[src/rtl/spi_rx_ip.sv]
// SPI mode-0 slave receiver: oversampled cs/scl/sda/dc, MSB-first byte assembly, FWFT FIFO with dc tag.
// Optional sticky overrun flag with clr_overrun when SPI_RX_OVERRUN_EN is defined.
module spi_rx_ip #(
    parameter int FIFO_AW     = 2,
    parameter int SYNC_STAGES = 2
) (
    input  logic       clk,
    input  logic       reset,
    input  logic       enable,
    input  logic       cs_in,
    input  logic       scl_in,
    input  logic       sda_in,
    input  logic       dc_in,
    input  logic       rd_en,
`ifdef SPI_RX_OVERRUN_EN
    input  logic       clr_overrun,
    output logic       overrun,
`endif
    output logic [7:0] rx_data,
    output logic       rx_dc,
    output logic       rx_empty,
    output logic       rx_full,
    output logic       rx_valid,
    output logic       frame_abort,
    output logic       busy
);

    localparam int DEPTH = 1 << FIFO_AW;
    localparam logic [FIFO_AW:0] FULL_CNT = (FIFO_AW + 1)'(DEPTH);

    typedef enum logic {IDLE, SHIFT} state_t;

    logic [SYNC_STAGES-1:0] cs_sync_q, scl_sync_q, sda_sync_q, dc_sync_q;
    logic                   scl_hist_q;
    logic                   cs_s, scl_s, sda_s, dc_s, scl_rise;

    state_t      state_q, state_d;
    logic [2:0]  bit_cnt_q, bit_cnt_d;
    logic [7:0]  shift_q, shift_d;
    logic        wr_req, abort_d;
    logic        rx_valid_q, frame_abort_q;

    logic [8:0]         mem_q [DEPTH];
    logic [FIFO_AW-1:0] wr_ptr_q, rd_ptr_q;
    logic [FIFO_AW:0]   count_q;
    logic               push, pop, full, empty;

    // cs idles high so its synchronizer resets to 1, avoiding a false frame start.
    always_ff @(posedge clk or posedge reset) begin
        if (reset) begin
            cs_sync_q  <= '1;
            scl_sync_q <= '0;
            sda_sync_q <= '0;
            dc_sync_q  <= '0;
            scl_hist_q <= 1'b0;
        end else begin
            cs_sync_q  <= {cs_sync_q[SYNC_STAGES-2:0], cs_in};
            scl_sync_q <= {scl_sync_q[SYNC_STAGES-2:0], scl_in};
            sda_sync_q <= {sda_sync_q[SYNC_STAGES-2:0], sda_in};
            dc_sync_q  <= {dc_sync_q[SYNC_STAGES-2:0], dc_in};
            scl_hist_q <= scl_s;
        end
    end

    assign cs_s     = cs_sync_q[SYNC_STAGES-1];
    assign scl_s    = scl_sync_q[SYNC_STAGES-1];
    assign sda_s    = sda_sync_q[SYNC_STAGES-1];
    assign dc_s     = dc_sync_q[SYNC_STAGES-1];
    assign scl_rise = scl_s & ~scl_hist_q;

    always_ff @(posedge clk or posedge reset) begin
        if (reset) begin
            state_q       <= IDLE;
            bit_cnt_q     <= 3'd0;
            shift_q       <= 8'd0;
            rx_valid_q    <= 1'b0;
            frame_abort_q <= 1'b0;
        end else begin
            state_q       <= state_d;
            bit_cnt_q     <= bit_cnt_d;
            shift_q       <= shift_d;
            rx_valid_q    <= push;
            frame_abort_q <= abort_d;
        end
    end

    // In SHIFT, cs high can only follow a detected cs rise, so testing the level covers it.
    always_comb begin
        state_d   = state_q;
        bit_cnt_d = bit_cnt_q;
        shift_d   = shift_q;
        wr_req    = 1'b0;
        abort_d   = 1'b0;
        case (state_q)
            IDLE: begin
                bit_cnt_d = 3'd0;
                if (!cs_s && enable) state_d = SHIFT;
            end
            SHIFT: begin
                if (cs_s || !enable) begin
                    state_d   = IDLE;
                    bit_cnt_d = 3'd0;
                    abort_d   = (bit_cnt_q != 3'd0);
                end else if (scl_rise) begin
                    shift_d   = {shift_q[6:0], sda_s};
                    bit_cnt_d = bit_cnt_q + 3'd1;
                    wr_req    = (bit_cnt_q == 3'd7);
                end
            end
            default: state_d = IDLE;
        endcase
    end

    assign full  = (count_q == FULL_CNT);
    assign empty = (count_q == '0);
    assign pop   = rd_en & ~empty;
    // A simultaneous pop frees the slot, so a full FIFO still accepts the byte.
    assign push  = wr_req & (~full | pop);

    always_ff @(posedge clk or posedge reset) begin
        if (reset) begin
            for (int i = 0; i < DEPTH; i++) mem_q[i] <= 9'd0;
            wr_ptr_q <= '0;
            rd_ptr_q <= '0;
            count_q  <= '0;
        end else begin
            if (push) begin
                mem_q[wr_ptr_q] <= {dc_s, shift_q[6:0], sda_s};
                wr_ptr_q        <= wr_ptr_q + 1'b1;
            end
            if (pop) rd_ptr_q <= rd_ptr_q + 1'b1;
            if (push && !pop)      count_q <= count_q + 1'b1;
            else if (pop && !push) count_q <= count_q - 1'b1;
        end
    end

`ifdef SPI_RX_OVERRUN_EN
    logic overrun_q;
    always_ff @(posedge clk or posedge reset) begin
        if (reset)                   overrun_q <= 1'b0;
        else if (wr_req && !push)    overrun_q <= 1'b1;
        else if (clr_overrun)        overrun_q <= 1'b0;
    end
    assign overrun = overrun_q;
`endif

    assign rx_data     = mem_q[rd_ptr_q][7:0];
    assign rx_dc       = mem_q[rd_ptr_q][8];
    assign rx_empty    = empty;
    assign rx_full     = full;
    assign rx_valid    = rx_valid_q;
    assign frame_abort = frame_abort_q;
    assign busy        = ~cs_s & enable;

endmodule

[config.mk]
export PLATFORM = sky130hd
export DESIGN_NAME = spi_rx_ip
export DESIGN_NICKNAME = d
export VERILOG_FILES = /design/src/rtl/spi_rx_ip.sv
export SDC_FILE = /design/constraint.sdc
export NUM_CORES = 1
export LEC_CHECK = 0
export ABC_AREA = 1
export BUFFER_PORTS_ARGS = -buffer_cell sky130_fd_sc_hd__buf_2
export CAP_MARGIN = 10
export CORE_MARGIN = 1.5
export CORE_UTILIZATION = 58
export DETAILED_ROUTE_END_ITERATION = 10
export HOLD_SLACK_MARGIN = 0.05
export PLACE_DENSITY = 0.79
export SYNTH_ARGS = -nofsm -noshare
export SYNTH_HDL_FRONTEND = slang
export SYNTH_SLANG_ARGS = --single-unit
[constraint.sdc]
create_clock -name clk -period 4.8 [get_ports clk]
set_input_delay 0.24 -clock clk [delete_from_list [all_inputs] [get_ports clk]]
set_output_delay 0.24 -clock clk [all_outputs]
set_load 0.02 [all_outputs]
# Word-level counts from Yosys, hierarchy flattened
# Index checks and enable logic that the tools add are counted.
# word_totals
input_bits	8
elab_cells	73
ff_bits	65
output_inout_bits	14
# op_classes
n_bitwise	13
n_addsub	5
muxes	19
n_reduce_logical	13
magnitude_cmp	3
eq_ne	3
# ops
operator	n
bitwise mux 36 bit	1
2-to-1 mux 9 bit	3
binary-select mux 9 bit (select 2 bit)	1
demux 9 bit (select 2 bit)	1
2-to-1 mux 3 bit	4
2-to-1 mux 1 bit	7
adder 3 x 1 -> 3 bit (second input constant)	2
equality test 3 bit (second input constant)	2
greater-or-equal comparator 3 bit (second input constant)	2
inverter 1 bit	6
inverter 2 -> 3 bit	2
one-hot mux 3 bit (2 select lines)	1
adder 2 x 1 -> 2 bit (second input constant)	2
bitwise AND 1 bit	4
logical AND 1 bit	4
logical NOT 1 bit	4
logical NOT 3 bit	1
less-than comparator 3 x 1 -> 1 bit (second input constant)	1
!= test 3 x 2 -> 1 bit (second input constant)	1
AND reduction 3 bit	1
nonzero test 3 bit	1
subtractor 3 x 1 -> 3 bit (second input constant)	1
one-hot mux 1 bit (2 select lines)	1
nonzero test 2 bit	1
other kinds (2)	2

# Longest topological paths before layout
# Gate-level depths: netlist of run 1.
# logic_depth
word_depth	10
depth_mapped	13
mapped_depth_nobuf	12

# Worst setup path after synthesis of run 1
# Ideal clock, no wire load.
# synth_timing
kind	reg-to-reg
from	register bit_cnt_q[0]
to	register count_q[2]
setup_slack_ns	2.578
setup_time_ns	0.079
stages_incl_launch_ff	14
path_buffers	2
arrival_time_ns	2.143
t_required_ns	4.721
period_less_slack_ns	2.222
path_cell_list	dfrtp_1 > ha_1 > ha_1 > clkbuf_1 > nand2_1 > nor2_4 > buf_6 > ha_1 > inv_1 > fa_1 > nor2_1 > nor2_1 > nand2_1 > xor2_1
# synth_between
elab_chain_len	8
word_cells_on_any_way	10
cone_classes	1 x eq/ne; 4 x mux; 1 x bitwise; 4 x reduce/logical
# synth_rtl
item	line	source
start, declared	38	logic [2:0] bit_cnt_q, bit_cnt_d;
start signal, assigned	80	bit_cnt_q <= bit_cnt_d;
equality test 3 bit *	107	wr_req = (bit_cnt_q == 3'd7);
2-to-1 mux 1 bit *	104	end else if (scl_rise) begin
2-to-1 mux 1 bit *	100	if (cs_s || !enable) begin
2-to-1 mux 1 bit *	94	case (state_q)
bitwise AND 1 bit *	118	assign push = wr_req & (~full | pop);
named net push	46	logic push, pop, full, empty;
logical NOT 1 bit	133	else if (pop && !push) count_q <= count_q - 1'b1;
logical AND 1 bit	133	
nonzero test 2 bit (no source line)	--	
end signal, assigned	132	if (push && !pop) count_q <= count_q + 1'b1;
end signal, assigned	133	
end, declared	45	logic [FIFO_AW:0] count_q;
# Mark *: on every way through the listed nets, which the timed path passes. The rest lies on a longest branch.
# A chain may end at the register's enable or synchronous reset.

# Worst setup path in the final report of run 1
# layout_timing
from	register bit_cnt_q[0]
to	register count_q[2]
# layout_between
elab_chain_len	8
word_cells_on_any_way	10
cone_classes	1 x eq/ne; 4 x mux; 1 x bitwise; 4 x reduce/logical
# layout_rtl
item	line
equality test 3 bit *	107
2-to-1 mux 1 bit *	104
2-to-1 mux 1 bit *	100
2-to-1 mux 1 bit *	94
bitwise AND 1 bit *	118
logical NOT 1 bit	133
logical AND 1 bit	133
nonzero test 2 bit (no source line)	--
# Mark *: on every way between the ends. The rest lies on a longest branch, timed or not.

==> results of run 1 <==
## timing repair
action                                 in CTS  in global routing
gates resized for setup                     0                  0
hold buffers                                4                  0
endpoints found under the hold margin       4                  0
buffers inserted                            0                  0
## layout make-up
| class | instances | area share (%) |
|---|---|---|
| sequential | 65 | 50.2 |
| multi-input combinational | 227 | 35.1 |
| clock buffer | 13 | 4.90 |
| timing repair buffer | 26 | 4.71 |
| tap | 67 | 2.58 |
| inverter | 17 | 1.97 |
| clock inverter | 3 | 0.463 |
## power by group
group | internal, mW | switching [mW]
registers | 0.577 | 0.0633
logic | 0.127 | 0.233
clock network | 0.213 | 0.198
total | 0.918 | 0.494
## critical path, cell delays in order, from the launching register on
cell	delay [ns]
dfrtp_1	0.35
ha_1	0.15
ha_1	0.27
nand2_1	0.14
nor2_4	0.64
ha_1	0.26
inv_1	0.07
fa_1	0.38
nor2_1	0.13
nor2_1	0.05
nand2_1	0.07
xor2_1	0.13
## flip-flops by register name, summed over array words and instances (netlist names)
name and cells:
scl_hist_q 1, rx_valid 1, state_q 1, dc_sync_q 2, count_q 3, sda_sync_q 2
mem_q 36, bit_cnt_q 3, rd_ptr_q 2, scl_sync_q 2, shift_q 7, frame_abort 1
cs_sync_q 2, wr_ptr_q 2
## worst paths after layout
check                                         startpoint                      to  slack (ns)  depth (start not counted)
worst max-delay path            bit_cnt_q[0]$_DFFE_PP0P_  count_q[2]$_DFFE_PP0P_        2.07                         11
worst min-delay path                               reset  count_q[1]$_DFFE_PP0P_        0.12                          3
worst max register to register  bit_cnt_q[0]$_DFFE_PP0P_  count_q[2]$_DFFE_PP0P_        2.07                         11
worst min register to register    dc_sync_q[0]$_DFF_PP0_  dc_sync_q[1]$_DFF_PP0_        0.35                          0
max in group asynchronous                          reset  shift_q[5]$_DFFE_PP0P_        4.15                          3
min in group clk                                  enable       state_q$_DFF_PP0_        0.15                          3
## cell usage after synthesis, drive strengths merged
cell type	n	area share (%)
nand2	105	13
dfrtp	63	54
o21ai	26	4.6
xnor2	1	0.30
inv	17	2.2
clkbuf	4	0.51
ha	8	3.4
fa	1	0.68
xor2	2	0.60
dfstp	2	1.8
buf	11	2.7
nand3	40	7.4
nand4	4	1.7
a21oi	2	0.34
nor2	29	4.5
o22ai	9	1.9
## metrics by stage
step	total power, mW	setup slack, ns	cell area, µm²	utilization (%)	hold slack (ns)
finish	1.41	2.07	3240	67.8	0.116
global route	1.50	1.83	3240	67.8	0.169
CTS	1.42	2.09	3240	67.8	0.154
detailed placement	1.01	2.09	3030	63.3	0.336
global placement	1.01	2.18	3030	63.3	0.332
floorplan	0.904	2.58	2930	-	0.244
## per-layer routing
| metal | vias up | global-route usage (%) | share of wire [%] | wire length (µm) |
|---|---|---|---|---|
| met2 | 76 | 37.4 | 45 | 2700 |
| met1 | 1072 | 35.6 | 46 | 2730 |
| met5 | - | 0 | 0 | 0 |
| li1 | 1099 | - | - | - |
| met4 | 0 | 12.6 | 3.1 | 187 |
| met3 | 18 | 5.01 | 5.7 | 340 |
## logic make-up after synthesis
| kind of cell | after synthesis |
|---|---|
| simple gates | 178 |
| buf+inv | 32 |
| xor+xnor | 3 |
| fa+ha+maj | 9 |
| compound gates | 37 |
| flops | 65 |
## placed cells by master (no fill, tap or decap), drive strengths merged, types with 2 or more instances in the layout
master	Yosys	routed
clkbuf	4	13
a21oi	2	2
dfstp	2	2
dfrtp	63	63
nand2	105	105
ha	8	8
nand3	40	40
nor2	29	29
xor2	2	2
clkinv	0	3
nand4	4	4
dlygate4sd3	0	4
inv	17	17
buf	11	22
o22ai	9	9
o21ai	26	26
==> run summary, run 1 <==
CTS tree - built
max cap viols - 0
antenna violations before repair - 0
DRT antenna net count - 0
final setup TNS - 0 ns
GR Util All Layers - 25.2%
root buffer cell - clkbuf_8
gpl congestion - 0.800
routed vias/inst - 5.42
critical path type - flop to flop
FF+latch count, synth - 65
mux contribution to synthesized area - 0%
Clock Path Buffers - 2
DP HPWL - 3.74 mm
post-synthesis compound-gate area fraction - 6.84%
Post-Synth XOR/XNOR Area - 0.897%
first-pass GRT wire length - 10.1 mm
Crit. End Element - flop
I/O pin count - 22
WL/cell - 14.2 µm
VDD IR max - 0.209 mV
DRT iter0 DRCs - 279
post-synthesis sequential area ratio - 55.6%
Layout area overhead - 10.8%
TritonCTS Buffers - 9
status - finished clean
residual DRC count - 0
fin. max-slew vios - 0
Worst Skew - 0.00697 ns
NumNets Final - 363
Die Footprint - 5480 µm²
vias in the first global route - 2080
Syn Nets - 341
Slew @ Worst Pin - 0.824 ns
crit-path max FO - 41
largest family of logic cells by synthesized area - simple AND/OR/NAND/NOR gates
CTS clk-pin slew, worst paths - 0.07 ns
Max-Slew Margin vs Limit - 44.9%
routed wire length - 5.95 mm
layout cells sized above 1 - 14.2%
Mapped Avg Cell Area - 9.04 µm²
Port-buffer cells - 21
CP Launch Type - flop
die width - 74.1 µm
Yosys cell types - 23
Post-Synth Adder-Cell Area - 4.10%
H-tree Lvls - 3
Tcrit/Tclk final - 56.9%
Worst Path Required - 5.07 ns
FP Rows - 25
Initial Util - 61.2%
Seq. cell area - 1630 µm²
Tightest Hold Check Type - input port to asynchronous set/reset pin
via count - 2265
diodes inserted - 0
Non-Filler Instances - 418
die height - 74.1 µm
CORE AREA - 4790 µm²
RSZ-0062 raised after global routing - false
Critical Path AT - 3.00 ns
Power Dens Cells - 435 nW/µm²
Fill cells - 391
crit path time final - 2.73 ns
simple-gate area share of the yosys netlist - 27.1%
Gate Count Post-Synth - 324
final setup vio count - 0
dpl cells - 398
GR Overflow Total - 0
f_max - 366 MHz
Worst-Skew Late Latency - 0.34 ns
1st-pass router iterations - 5
synth warn - 0
largest net degree at the start of global routing - 66
Multi-input gate area - 1140 µm²
clk sinks - 65
final-report hold violation count - 0
Leak Pwr - 1.74 nW
Cell Area, Synth - 2930 µm²
(Power assumes the default switching activity.)
==> inputs of run 2 (changes only) <==
--- a/config.mk
+++ b/config.mk
@@ -9,10 +9,10 @@
 export BUFFER_PORTS_ARGS = -buffer_cell sky130_fd_sc_hd__buf_2
 export CAP_MARGIN = 10
 export CORE_MARGIN = 1.5
-export CORE_UTILIZATION = 58
+export CORE_UTILIZATION = 53
 export DETAILED_ROUTE_END_ITERATION = 10
 export HOLD_SLACK_MARGIN = 0.05
-export PLACE_DENSITY = 0.79
+export PLACE_DENSITY = 0.76
 export SYNTH_ARGS = -nofsm -noshare
 export SYNTH_HDL_FRONTEND = slang
 export SYNTH_SLANG_ARGS = --single-unit
==> constraint.sdc (replaced) <==
create_clock -name clk -period 2.51 [get_ports clk]
set_input_delay 0.1255 -clock clk [delete_from_list [all_inputs] [get_ports clk]]
set_output_delay 0.1255 -clock clk [all_outputs]
set_load 0.02 [all_outputs]
==> run summary, run 2 (same netlist as run 1, synthesis figures left out) <==
Bufs and invs on worst path - 1 (unchanged)
Max stage delay cell, worst path - fa_1
reg2reg end - count_q[2]$_DFFE_PP0P_
crit path to - count_q[2]$_DFFE_PP0P_
TritonCTS Buffers - 9 (unchanged)
end-of-flow core utilization - 63.1% (-4.6 points)
Slew @ Worst Pin - 0.789 ns (-0.0346 ns)
CP cell instances - ha_1 > ha_1 > nand2_1 > nor2_4 > ha_1 > inv_1 > fa_1 > nor2_1 > nor2_1 > nand2_1 > xor2_1
Reg2Reg Depth - 11 (unchanged)
GR Overflow Total - 0 (unchanged)
max cap viols - 0 (unchanged)
vias in the first global route - 2209 (+6.2%)
Crit path largest cell delay - 0.40 ns (-0.24 ns)
CP startpoint - bit_cnt_q[0]$_DFFE_PP0P_
Clock Path Buffers - 2 (unchanged)
Setup Fix Bufs, Post-CTS - 0 (unchanged)
Hold Crit Start - enable
1st-pass router iterations - 4 (-1)
Critical Path AT - 2.36 ns (-0.64 ns)
Crit path depth - 11 (unchanged)
H-tree Lvls - 3 (unchanged)
most frequent cells in the layout - nand2_1 (105), dfrtp_1 (63), nand3_1 (38)
Worst-Skew Late Latency - 0.34 ns (about the same)
CP Launch Type - flop
I/O pin count - 22 (unchanged)
Tightest Hold Check Type - input port to flop
die width - 77.3 µm (+4.4%)
die height - 77.3 µm (+4.4%)
worst setup slack after layout - 0.416 ns (-1.65 ns)
reg-to-reg setup timing slack - 0.42 ns (-1.65 ns)
worst r2r src - bit_cnt_q[0]$_DFFE_PP0P_
Crit. End Element - flop
NumNets Final - 368 (+1.4%)
DP HPWL - 3.87 mm (+3.3%)
Leak Pwr - 1.76 nW (+1.4%)
crit path time final - 2.09 ns (-0.636 ns)
final setup TNS - 0 ns (unchanged)
crit-path max FO - 5 (-88%)
Place WS - 0.422 ns (-1.67 ns)
Initial Util - 56.3% (-4.9 points)
Worst Path Required - 2.77 ns (-2.30 ns)
DRT iter0 DRCs - 160 (-43%)
routed wire length - 6.17 mm (+3.7%)
VDD IR max - 0.473 mV (+130%)
via count - 2249 (-0.71%)
layout cells sized above 1 - 15.2% (+0.92 points)
commonest non-fill, non-tap cell in the layout - nand2_1
RSZ-0062 raised after global routing - false
Die Footprint - 5980 µm² (+9.0%)
routed vias/inst - 5.28 (-2.6%)
Power Dens Cells - 829 nW/µm² (+91%)
top flop regs - mem_q (36), shift_q (7)
WL/cell - 14.5 µm (+1.7%)
critical path type - flop to flop
Layout area overhead - 12.3%
Resized cells post-CTS - 0 (unchanged)
antenna violations before repair - 0 (unchanged)
root buffer cell - clkbuf_8
final-report hold violation count - 0 (unchanged)
final setup vio count - 0 (unchanged)
fin. max-slew vios - 0 (unchanged)
Largest Register - mem_q
Max-Slew Margin vs Limit - 47.4% (+2.4 points)
gpl congestion - 0.784 (-2.0%)
Worst Skew - 0.00948 ns (+0.00251 ns)
residual DRC count - 0 (unchanged)
CP top delay family - adder cells
Port-buffer cells - 21 (unchanged)
DRT antenna net count - 0 (unchanged)
largest net degree at the start of global routing - 66 (unchanged)
GR Util All Layers - 23.1% (-2.0 points)
most used cell, CP - ha_1
clk sinks - 65 (unchanged)
max reg flops - 36 (unchanged)
f_max - 478 MHz (+30%)
status - finished clean
CORE AREA - 5200 µm² (+8.8%)
FP Rows - 26 (+4.0%)
diodes inserted - 0 (unchanged)
CTS tree - built
first-pass GRT wire length - 10.6 mm (+5.3%)
CTS clk-pin slew, worst paths - 0.07 ns (about the same)
Tcrit/Tclk final - 83.4% (+27 points)
## run 2: report_power, final
| part | internal, mW | switching (mW) | total [mW] | leakage (nW) |
|---|---|---|---|---|
| clock network | 0.408 | 0.371 | 0.778 | 0.0932 |
| logic | 0.255 | 0.505 | 0.761 | 0.803 |
| registers | 1.11 | 0.0819 | 1.19 | 0.866 |
| total | 1.77 | 0.957 | 2.73 | 1.76 |
## run 2: area by class of cell
cell class,instances,area (µm²)
Inverter,17,63.8
Timing Repair Buffer,31,193
Tap cell,70,87.6
Clock inverter,3,15.0
Fill cell,437,1920
Sequential cell,65,1630
Multi-Input combinational cell,227,1140
Clock buffer,13,159
## run 2: worst min-delay path by stage
stage,to,cells past startpoint
CTS,state_q$_DFF_PP0_,3
global route,state_q$_DFF_PP0_,3
floorplan,cs_sync_q[0]$_DFF_PP1_,0
global placement,cs_sync_q[0]$_DFF_PP1_,1
detailed placement,cs_sync_q[0]$_DFF_PP1_,1
finish,state_q$_DFF_PP0_,3
## run 2: what timing repair did
| action | in CTS | in global routing |
|---|---|---|
| hold endpoints to repair | 48 | 0 |
| endpoints found under the setup margin | 0 | 0 |
| hold buffers | 5 | 0 |
## run 2: metal layers
| layer | track usage [%] | part of all wire, % | up-vias |
|---|---|---|---|
| li1 | - | - | 1104 |
| met1 | 30.5 | 45 | 1073 |
| met2 | 36.7 | 47 | 63 |
| met3 | 4.17 | 6.5 | 9 |
| met4 | 11.6 | 1.6 | 0 |
| met5 | 0 | 0 | - |
## run 2: tightest hold or removal path, delay by kind of cell
kind	cells	cell delay, ns
buffers and inverters	2	0.14
AND/OR/NAND/NOR	1	0.08
## run 2: stage by stage
stage | cells | hold WS [ns] | area (µm²) | power, mW
final | 426 | 0.0633 | 3290 | 2.73
after global routing | 426 | 0.0769 | 3290 | 2.87
after CTS | 426 | 0.0546 | 3290 | 2.74
after detailed placement | 405 | 0.232 | 3060 | 1.96
after global placement | 405 | 0.232 | 3060 | 1.95
after floorplan | 324 | 0.130 | 2930 | 1.73
==> inputs of run 3 (changes only) <==
==> constraint.sdc (replaced) <==
create_clock -name clk -period 1.8 [get_ports clk]
set_input_delay 0.09 -clock clk [delete_from_list [all_inputs] [get_ports clk]]
set_output_delay 0.09 -clock clk [all_outputs]
set_load 0.02 [all_outputs]
==> run summary, run 3 (same netlist as run 1, synthesis figures left out) <==
via count - 2379 (+5.8%)
DRT antenna net count - 0 (unchanged)
vias in the first global route - 2231 (+1.0%)
Placed Area - 3210 µm² (+4.8%)
antenna violations before repair - 0 (unchanged)
f_max - 560 MHz (+17%)
routed vias/inst - 5.35 (+1.3%)
CP top delay family - adder cells
Worst Skew - 0.00939 ns (-0.0000856 ns)
combinational power share - 28.9% (+1.0 points)
crit path to - count_q[2]$_DFFE_PP0P_
DP HPWL - 4.16 mm (+7.7%)
residual DRC count - 0 (unchanged)
Max stage delay cell, worst path - dfrtp_1
Critical Path AT - 2.06 ns (-0.30 ns)
end-of-flow core utilization - 68.3% (+5.2 points)
worst r2r src - bit_cnt_q[0]$_DFFE_PP0P_
reg-to-reg setup timing slack - 0.01 ns (-0.40 ns)
top flop regs - mem_q (36), shift_q (7)
max reg flops - 36 (unchanged)
Tightest Hold Check Type - input port to flop
WL/cell - 14.4 µm (-0.44%)
H-tree Lvls - 3 (unchanged)
Largest Register - mem_q
CTS clk-pin slew, worst paths - 0.07 ns (about the same)
gpl congestion - 0.789 (+0.60%)
Sw Share - 33.2% (-1.9 points)
Tcrit/Tclk final - 99.2% (+16 points)
WHS - 0.166 ns (+0.103 ns)
final-report hold violation count - 0 (unchanged)
Die Footprint - 5980 µm² (unchanged)
routed wire length - 6.42 mm (+4.0%)
Layout area overhead - 21.5%
commonest non-fill, non-tap cell in the layout - nand2_1
final setup vio count - 0 (unchanged)
I/O pin count - 22 (unchanged)
fin. max-slew vios - 0 (unchanged)
reg2reg end - count_q[2]$_DFFE_PP0P_
crit-path max FO - 2 (-3)
RSZ-0062 raised after global routing - true
Clk pwr share - 32.8% (+4.2 points)
root buffer cell - clkbuf_8
layout cells sized above 1 - 21.9% (+6.7 points)
max cap viols - 0 (unchanged)
Power Dens Cells - 1200 nW/µm² (+44%)
Non-Filler Instances - 445 (+4.5%)
Int Pwr - 2.85 mW (+61%)
Slew @ Worst Pin - 0.565 ns (-0.224 ns)
Initial Util - 56.3% (unchanged)
CP Launch Type - flop
Fill cells - 387 (-11%)
Crit. End Element - flop
CP startpoint - bit_cnt_q[0]$_DFFE_PP0P_
Crit path largest cell delay - 0.37 ns (-0.03 ns)
P_sw - 1.42 mW (+48%)
most frequent cells in the layout - nand2_1 (104), dfrtp_1 (63), nand3_1 (38)
CTS tree - built
status - finished clean
1st-pass router iterations - 4 (unchanged)
dpl cells - 418 (+3.2%)
CP cell instances - ha_2 > ha_4 > nand2_4 > nor2_4 > ha_4 > inv_4 > fa_2 > nor2_1 > nor2_1 > nand2_1 > xor2_1
Place WS - 0.00998 ns (-0.412 ns)
VDD IR max - 0.638 mV (+35%)
critical path type - flop to flop
Flop pwr share - 38.3% (-5.2 points)
CORE AREA - 5200 µm² (unchanged)
Max-Slew Margin vs Limit - 62.3% (+15 points)
die width - 77.3 µm (unchanged)
worst setup slack after layout - 0.0145 ns (-0.402 ns)
clk sinks - 65 (unchanged)
crit path time final - 1.79 ns (-0.308 ns)
Crit path depth - 11 (unchanged)
Leak Pwr - 1.87 nW (+6.2%)
GR Util All Layers - 23.4% (+0.23 points)
post-route cell area - 3560 µm² (+8.2%)
first-pass GRT wire length - 10.6 mm (-0.26%)
Reg2Reg Depth - 11 (unchanged)
TritonCTS Buffers - 9 (unchanged)
DRT iter0 DRCs - 215 (+34%)
Worst Path Required - 2.07 ns (-0.70 ns)
diodes inserted - 0 (unchanged)
Clock Path Buffers - 2 (unchanged)
Bufs and invs on worst path - 1 (unchanged)
NumNets Final - 387 (+5.2%)
FP Rows - 26 (unchanged)
Worst-Skew Late Latency - 0.34 ns (about the same)
die height - 77.3 µm (unchanged)
GR Overflow Total - 0 (unchanged)
largest net degree at the start of global routing - 41 (-38%)
Port-buffer cells - 21 (unchanged)
-- run 3: worst reg2reg max path, delay by kind of cell (launching register included) --
kind          cells  cell delay (ns)
xor+xnor          1             0.13
fa+ha+maj         4             0.81
buf+inv           1             0.03
simple gates      5             0.37
flops             1             0.37
-- run 3: power groups by stage --
stage               Clock, mW  Combinational (mW)  Sequential [mW]
finish                   1.40                1.23             1.63
global route             1.47                1.35             1.64
CTS                      1.41                1.19             1.63
floorplan                   0               0.794             1.63
detailed placement          0                1.17             1.65
global placement            0                1.15             1.64
-- run 3: per-layer routing --
metal  up-vias  track usage, %  part of all wire, %
met4         0            10.0                  2.5
met2        77            39.5                   50
li1       1149               -                    -
met5         -               0                    0
met1      1133            28.1                   41
met3        20            6.31                  6.3
-- run 3: worst min path at each step --
stage / startpoint / end / cells after the start
2_1_floorplan: cs_in / cs_sync_q[0]$_DFF_PP1_ / 0
3_5_place_dp: reset / bit_cnt_q[1]$_DFFE_PP0P_ / 2
4_1_cts: rd_en / rd_ptr_q[0]$_DFFE_PP0P_ / 4
5_1_grt: rd_en / rd_ptr_q[0]$_DFFE_PP0P_ / 4
6_report: rd_en / rd_ptr_q[0]$_DFFE_PP0P_ / 4
3_3_place_gp: reset / bit_cnt_q[1]$_DFFE_PP0P_ / 2
-- run 3: per-stage QoR --
| stage | setup TNS [ns] | total power [mW] |
|---|---|---|
| finish | 0 | 4.26 |
| global route | -0.129 | 4.47 |
| CTS | 0 | 4.23 |
| detailed placement | 0 | 2.81 |
| global placement | 0 | 2.79 |
| floorplan | -0.407 | 2.42 |
-- run 3: timing repair --
action,CTS,global route
pin swaps,3,2
hold buffers,6,0
gates resized for setup,2,1
buffers inserted,0,5
cloned,0,0
endpoints found under the setup margin,3,8
hold endpoints to repair,26,0
-- run 3: final cells by class --
class	count	area (µm²)	area share (%)
inverters	17	70.1	1.97
multi-input cells	227	1180	33.2
repair buffers	50	363	10.2
well taps	70	87.6	2.46
flip-flops and latches	65	1630	45.8
clock buffers	10	138	3.87
clock inverters	6	90.1	2.53
